$ cat src/rtl/multicycle_control_fsm.sv
`default_nettype none
// ============================================================================
// Module      : multicycle_control_fsm
// Description : Multicycle main controller for the 16-bit CPU. Sequences
//               FETCH / DECODE / EXEC / MEM / WB, selects ALU operands and
//               the ALU-control mode, and owns every datapath write strobe.
//
// Parameters  : CNT_W        width of the retired-instruction counter
//
// Ports       : Clock        system clock, rising edge
//               ResetN       asynchronous active-low reset
//               Opcode[3:0]  IR[15:12], sampled into OpReg during DECODE
//               Zero         ALU zero flag (meaningful in EXEC)
//               MemReady     memory completes current access this cycle
//               ALUOp[1:0]   00 add, 01 sub, 10 R-format, 11 I-format
//               ALUSrcA      0 = PC, 1 = rs
//               ALUSrcB[1:0] 00 rt, 01 const 2, 10 sext imm, 11 sext imm<<1
//               PCSrc[1:0]   00 ALU result, 01 branch target, 10 jump target
//               PCWrite, IRWrite, MemRead, MemWrite, RegWrite  strobes
//               RegDst       1 = rd, 0 = rt
//               MemToReg     1 = memory data, 0 = ALU result
//               State[2:0]   current state (debug)
//               Illegal      sticky illegal-opcode flag
//               InstRetired  retired-instruction count (wraps)
//
// Build option: FSM_ILLEGAL_TRAP_EN
//               defined   : an illegal opcode parks the FSM in TRAP with the
//                           sticky Illegal flag set; only reset leaves TRAP.
//               undefined : an illegal opcode is a NOP that returns to FETCH
//                           without retiring; Illegal is tied low.
//
// Revision    : 1.0  initial release
// ============================================================================
module multicycle_control_fsm #(
    parameter int CNT_W = 16
) (
    input  logic             Clock,
    input  logic             ResetN,
    input  logic [3:0]       Opcode,
    input  logic             Zero,
    input  logic             MemReady,
    output logic [1:0]       ALUOp,
    output logic             ALUSrcA,
    output logic [1:0]       ALUSrcB,
    output logic [1:0]       PCSrc,
    output logic             PCWrite,
    output logic             IRWrite,
    output logic             MemRead,
    output logic             MemWrite,
    output logic             RegWrite,
    output logic             RegDst,
    output logic             MemToReg,
    output logic [2:0]       State,
    output logic             Illegal,
    output logic [CNT_W-1:0] InstRetired
);

    // ------------------------------------------------------------------
    // State encoding (values are visible on the State debug port)
    // ------------------------------------------------------------------
    typedef enum logic [2:0] {
        ST_FETCH  = 3'd0,
        ST_DECODE = 3'd1,
        ST_EXEC   = 3'd2,
        ST_MEM    = 3'd3,
        ST_WB     = 3'd4,
        ST_TRAP   = 3'd5
    } state_t;

    // ------------------------------------------------------------------
    // Opcode map
    // ------------------------------------------------------------------
    localparam logic [3:0] c_OP_R0   = 4'b0000;
    localparam logic [3:0] c_OP_R1   = 4'b0001;
    localparam logic [3:0] c_OP_R2   = 4'b0010;
    localparam logic [3:0] c_OP_BEQ  = 4'b0100;
    localparam logic [3:0] c_OP_BNE  = 4'b0101;
    localparam logic [3:0] c_OP_J    = 4'b1000;
    localparam logic [3:0] c_OP_ADDI = 4'b1001;
    localparam logic [3:0] c_OP_SUBI = 4'b1010;
    localparam logic [3:0] c_OP_SLTI = 4'b1011;
    localparam logic [3:0] c_OP_LW   = 4'b1100;
    localparam logic [3:0] c_OP_SW   = 4'b1101;

    function automatic logic f_is_legal(input logic [3:0] op);
        logic legal;
        case (op)
            c_OP_R0, c_OP_R1, c_OP_R2,
            c_OP_BEQ, c_OP_BNE, c_OP_J,
            c_OP_ADDI, c_OP_SUBI, c_OP_SLTI,
            c_OP_LW, c_OP_SW:  legal = 1'b1;
            default:           legal = 1'b0;
        endcase
        return legal;
    endfunction

    // ------------------------------------------------------------------
    // Registers
    // ------------------------------------------------------------------
    state_t           r_state;
    logic [3:0]       r_opreg;
    logic [CNT_W-1:0] r_inst_retired;

    // ------------------------------------------------------------------
    // Combinational next state / control
    // ------------------------------------------------------------------
    state_t     w_next_state;
    logic       w_retire;
    logic [1:0] w_alu_op;
    logic       w_alu_src_a;
    logic [1:0] w_alu_src_b;
    logic [1:0] w_pc_src;
    logic       w_pc_write;
    logic       w_ir_write;
    logic       w_mem_read;
    logic       w_mem_write;
    logic       w_reg_write;
    logic       w_reg_dst;
    logic       w_mem_to_reg;

    always_comb begin
        w_next_state = r_state;
        w_alu_op     = 2'b00;
        w_alu_src_a  = 1'b0;
        w_alu_src_b  = 2'b00;
        w_pc_src     = 2'b00;
        w_pc_write   = 1'b0;
        w_ir_write   = 1'b0;
        w_mem_read   = 1'b0;
        w_mem_write  = 1'b0;
        w_reg_write  = 1'b0;
        w_reg_dst    = 1'b0;
        w_mem_to_reg = 1'b0;

        case (r_state)
            ST_FETCH: begin
                // PC + 2 is computed every fetch cycle; it is only
                // committed once memory returns the instruction.
                w_mem_read  = 1'b1;
                w_alu_src_b = 2'b01;
                if (MemReady) begin
                    w_ir_write   = 1'b1;
                    w_pc_write   = 1'b1;
                    w_next_state = ST_DECODE;
                end
            end

            ST_DECODE: begin
                // Speculatively form the branch target PC + (imm << 1).
                w_alu_src_b = 2'b11;
                if (f_is_legal(Opcode)) begin
                    w_next_state = ST_EXEC;
                end else begin
`ifdef FSM_ILLEGAL_TRAP_EN
                    w_next_state = ST_TRAP;
`else
                    w_next_state = ST_FETCH;
`endif
                end
            end

            ST_EXEC: begin
                case (r_opreg)
                    c_OP_R0, c_OP_R1, c_OP_R2: begin
                        w_alu_src_a  = 1'b1;
                        w_alu_op     = 2'b10;
                        w_next_state = ST_WB;
                    end
                    c_OP_ADDI, c_OP_SUBI, c_OP_SLTI: begin
                        w_alu_src_a  = 1'b1;
                        w_alu_src_b  = 2'b10;
                        w_alu_op     = 2'b11;
                        w_next_state = ST_WB;
                    end
                    c_OP_LW, c_OP_SW: begin
                        w_alu_src_a  = 1'b1;
                        w_alu_src_b  = 2'b10;
                        w_next_state = ST_MEM;
                    end
                    c_OP_BEQ, c_OP_BNE: begin
                        // Compare rs - rt; the PC strobe follows Zero in the
                        // same cycle so the branch target reg is used directly.
                        w_alu_src_a  = 1'b1;
                        w_alu_op     = 2'b01;
                        w_pc_src     = 2'b01;
                        w_pc_write   = (r_opreg == c_OP_BEQ) ? Zero : ~Zero;
                        w_next_state = ST_FETCH;
                    end
                    c_OP_J: begin
                        w_pc_src     = 2'b10;
                        w_pc_write   = 1'b1;
                        w_next_state = ST_FETCH;
                    end
                    default: begin
                        w_next_state = ST_FETCH;
                    end
                endcase
            end

            ST_MEM: begin
                if (r_opreg == c_OP_LW) begin
                    w_mem_read = 1'b1;
                end else begin
                    w_mem_write = 1'b1;
                end
                if (MemReady) begin
                    w_next_state = (r_opreg == c_OP_LW) ? ST_WB : ST_FETCH;
                end
            end

            ST_WB: begin
                w_reg_write  = 1'b1;
                w_reg_dst    = (r_opreg == c_OP_R0) || (r_opreg == c_OP_R1) ||
                               (r_opreg == c_OP_R2);
                w_mem_to_reg = (r_opreg == c_OP_LW);
                w_next_state = ST_FETCH;
            end

            ST_TRAP: begin
`ifdef FSM_ILLEGAL_TRAP_EN
                w_next_state = ST_TRAP;
`else
                w_next_state = ST_FETCH;
`endif
            end

            default: begin
                w_next_state = ST_FETCH;
            end
        endcase
    end

    // An instruction retires when control returns to FETCH from any of the
    // execution states; the illegal-opcode NOP path leaves from DECODE.
    always_comb begin
        w_retire = 1'b0;
        if (w_next_state == ST_FETCH) begin
            w_retire = (r_state == ST_EXEC) || (r_state == ST_MEM) ||
                       (r_state == ST_WB);
        end
    end

    // ------------------------------------------------------------------
    // Sequential state
    // ------------------------------------------------------------------
    always_ff @(posedge Clock or negedge ResetN) begin
        if (!ResetN) begin
            r_state        <= ST_FETCH;
            r_opreg        <= 4'b0000;
            r_inst_retired <= '0;
        end else begin
            r_state <= w_next_state;
            if (r_state == ST_DECODE) begin
                r_opreg <= Opcode;
            end
            if (w_retire) begin
                r_inst_retired <= r_inst_retired + CNT_W'(1);
            end
        end
    end

`ifdef FSM_ILLEGAL_TRAP_EN
    logic r_illegal;

    always_ff @(posedge Clock or negedge ResetN) begin
        if (!ResetN) begin
            r_illegal <= 1'b0;
        end else if (w_next_state == ST_TRAP) begin
            r_illegal <= 1'b1;
        end
    end

    assign Illegal = r_illegal;
`else
    assign Illegal = 1'b0;
`endif

    // ------------------------------------------------------------------
    // Outputs. FETCH is the reset state and would otherwise drive MemRead
    // while ResetN is low, so every control output is gated by ResetN.
    // ------------------------------------------------------------------
    assign ALUOp       = ResetN ? w_alu_op     : 2'b00;
    assign ALUSrcA     = ResetN & w_alu_src_a;
    assign ALUSrcB     = ResetN ? w_alu_src_b  : 2'b00;
    assign PCSrc       = ResetN ? w_pc_src     : 2'b00;
    assign PCWrite     = ResetN & w_pc_write;
    assign IRWrite     = ResetN & w_ir_write;
    assign MemRead     = ResetN & w_mem_read;
    assign MemWrite    = ResetN & w_mem_write;
    assign RegWrite    = ResetN & w_reg_write;
    assign RegDst      = ResetN & w_reg_dst;
    assign MemToReg    = ResetN & w_mem_to_reg;
    assign State       = r_state;
    assign InstRetired = r_inst_retired;

endmodule
`default_nettype wire

$ cat config.mk
export PLATFORM = sky130hd
export DESIGN_NAME = multicycle_control_fsm
export DESIGN_NICKNAME = d
export VERILOG_FILES = /design/src/rtl/multicycle_control_fsm.sv
export SDC_FILE = /design/constraint.sdc
export NUM_CORES = 1
export LEC_CHECK = 0
export CORE_ASPECT_RATIO = 1.5
export CORE_MARGIN = 10
export CORE_UTILIZATION = 46
export CTS_CLUSTER_DIAMETER = 40
export DETAILED_ROUTE_END_ITERATION = 10
export PLACE_DENSITY_LB_ADDON = 0.05
export SLEW_MARGIN = 5
export SYNTH_ARGS = -nofsm -noshare
export SYNTH_HDL_FRONTEND = slang
export SYNTH_SLANG_ARGS = --single-unit
export TNS_END_PERCENT = 50
$ cat constraint.sdc
create_clock -name Clock -period 2.3 [get_ports Clock]
set_input_delay 0.345 -clock Clock [delete_from_list [all_inputs] [get_ports Clock]]
set_output_delay 0.345 -clock Clock [all_outputs]
set_load 0.05 [all_outputs]
==> impl_metrics.ini <==
[layout]
drive_gt1_share_pct = 23.8
nets = 199
multi_input_area_um2 = 812
seqCellArea_um2 = 578
antenna_cells = 0
area_delta_synth_final_pct = 50.0
nFillCells = 229
final_cells = 228
stdcell_area_um2 = 2090

[clocking]
path_clk_slew_ns = 0.09
clk_path_buf_depth = 2
cts-root-buf = clkbuf_8
cts_sinks = 23
htree_levels = 1
clk_latency_ns = 0.27
post_cts_buffers = 0
cts_tree = built
cts_buffers = 3

[worst_setup_path]
cp.arrival_ns = 1.82
cp-start-kind = flop
required_ns = 1.96
crit_type = reg2out
cp-startpoint = r_opreg[3]
r2r_start = r_opreg[3]
path_max_fanout = 8
end_kind = output pin

[die]
die_area_um2 = 5670
core_area_um2 = 2910
die_y_um = 87.4
num_io_pins = 42
num_rows = 24
die_w_um = 64.9
initial_core_util_pct = 47.8

[sta]
worst_pin_slew_ns = 0.510
setup_viol = 0
fmax_mhz = 462
fin_crit_sh_pct = 94.1
finalHoldViolCount = 0
skew_ns = 0.00735
drv_slew = 0
slew_headroom_pct = 65.9
period_needed_ns = 2.17
rsz0062_at_grt = no

[power]
powerDensity_nw_per_um2 = 1350
p_leak_uw = 0.000847
peakVddDrop_mv = 0.953

[logic_synthesis]
synth-edff-count = 0
synth_ff_type = dfrtp_1
syn_inst = 145
synth.most_common_cell = dfrtp_1
synth_top_cell_by_area = dfrtp_1
yosys_warnings = 0
synth.avg_cell_area_um2 = 9.60
synth_cell_types = 43
ys_top_cells_by_count = dfrtp_1 (23), nor2_1 (16), xor2_1 (14)
ys_ff_latch = 23
syn-cell-area_um2 = 1390
ys_seq_area_share_pct = 41.3
synth_area_leaders = dfrtp_1 (41%), xor2_1 (8.8%), nor2_1 (4.3%)
async_flop_share_pct = 100
mappedNetlistNets = 154
synth_top_area_share_pct = 41.3

[routing]
ant_nets = 0
firstDrtPassIters = 6
drcViolationCount = 0
initialDrtViolationCount = 23
finalWirelength_um = 3580
via_per_inst = 5.24
vias = 1194
wl_per_cell_um = 15.7

[place]
io_buffers = 40
place_inst = 224
routabilityCongestion = 0.833
post-dp-hpwl_um = 2860
place_area_um2 = 2030

[global_route]
grt_max_degree = 16
antenna_found_initial = 0
grt_pass1_vias = 1327
overflow = 0
grt.total_usage_pct = 13.6
grt_pass1_wl_um = 6220

[min_path]
min_path_type = reg2reg
min_from = InstRetired[15]

[run_status]
outcome = complete, no violations

[job]
drv_cap = 0
-- sequential cells by signal, indices dropped and copies added (netlist names) --
name	cells
InstRetired	16
r_opreg	4
State	3
-- cell families (layout without fill, tap and decap cells) --
kind of cell	count (synthesis)	after routing	share of synthesized area (%)
xor+xnor	15	15	9.43
compound gates	17	17	9.34
simple gates	73	73	30.4
buf+inv	9	53	3.59
fa+ha+maj	1	1	0.898
mux	6	6	4.76
other cells	1	1	0.269
flops	23	23	41.3
-- worst max-delay path, stage by stage (launching register included) --
cell and delay [ns]:
dfrtp_1 0.49, nor2b_1 0.25, a211oi_1 0.11, a211oi_1 0.22, mux2i_1 0.12, nor3_2 0.20
buf_12 0.17
-- per-stage QoR --
stage	power, uW	hold WS [ns]	setup slack, ns	setup TNS, ns	util (%)
finish	2820	0.471	0.135	0	71.7
global route	3010	0.495	0.0277	0	71.7
CTS	2840	0.477	0.0569	0	71.6
global placement	2540	0.459	0.233	0	69.7
detailed placement	2570	0.460	0.176	0	69.7
floorplan	1950	0.0494	-0.186	-0.453	-
-- worst paths after layout --
check	end	slack, ns	cells past startpoint
setup / recovery	PCWrite	0.13	6
hold / removal	InstRetired[15]	0.47	1
setup reg to reg	InstRetired[1]	0.27	6
hold reg to reg	InstRetired[15]	0.47	1
max in group asynchronous	State[1]	1.49	2
min in group asynchronous	InstRetired[4]	0.63	2
-- power by group --
group	leakage (uW)	switching [uW]	total [uW]	internal, uW
Sequential	0.000277	245	795	550
Combinational	0.000547	1060	1770	713
Clock	0.0000217	135	258	123
-- cells in the final DEF (no fill, tap or decap), types with 3 or more instances in the layout --
master / netlist / final
clkdlybuf4s50_1: 0 / 26
dfrtp_1: 23 / 21
nor2_1: 16 / 16
xor2_1: 14 / 14
buf_12: 0 / 14
nand2_1: 12 / 12
nand2b_1: 8 / 8
buf_4: 2 / 7
nor3_1: 7 / 6
nand3_1: 5 / 5
o21ai_0: 5 / 5
mux2_2: 5 / 5
a21oi_1: 3 / 3
nand3b_1: 3 / 3
clkbuf_8: 0 / 3
-- repair_timing --
action,in CTS,in global routing
hold buffers,0,0
endpoints found under the setup margin,3,7
resized for setup,2,2
-- metal layers --
layer | vias up | share of wire (%) | GRT usage, %
li1 | 588 | - | -
met4 | 0 | 1.1 | 4.49
met2 | 30 | 54 | 25.4
met5 | - | 0 | 0
met1 | 572 | 36 | 12.9
met3 | 4 | 9.0 | 5.54
-- final cells by class --
| cell class | instances | area share (%) |
|---|---|---|
| inverter | 2 | 0.359 |
| timing repair buffer | 47 | 28.4 |
| tap | 39 | 2.34 |
| clock buffer | 3 | 1.98 |
| multi-input combinational | 113 | 38.9 |
| sequential | 23 | 27.7 |
| clock inverter | 1 | 0.359 |
Power figures use the tool's default switching activity.
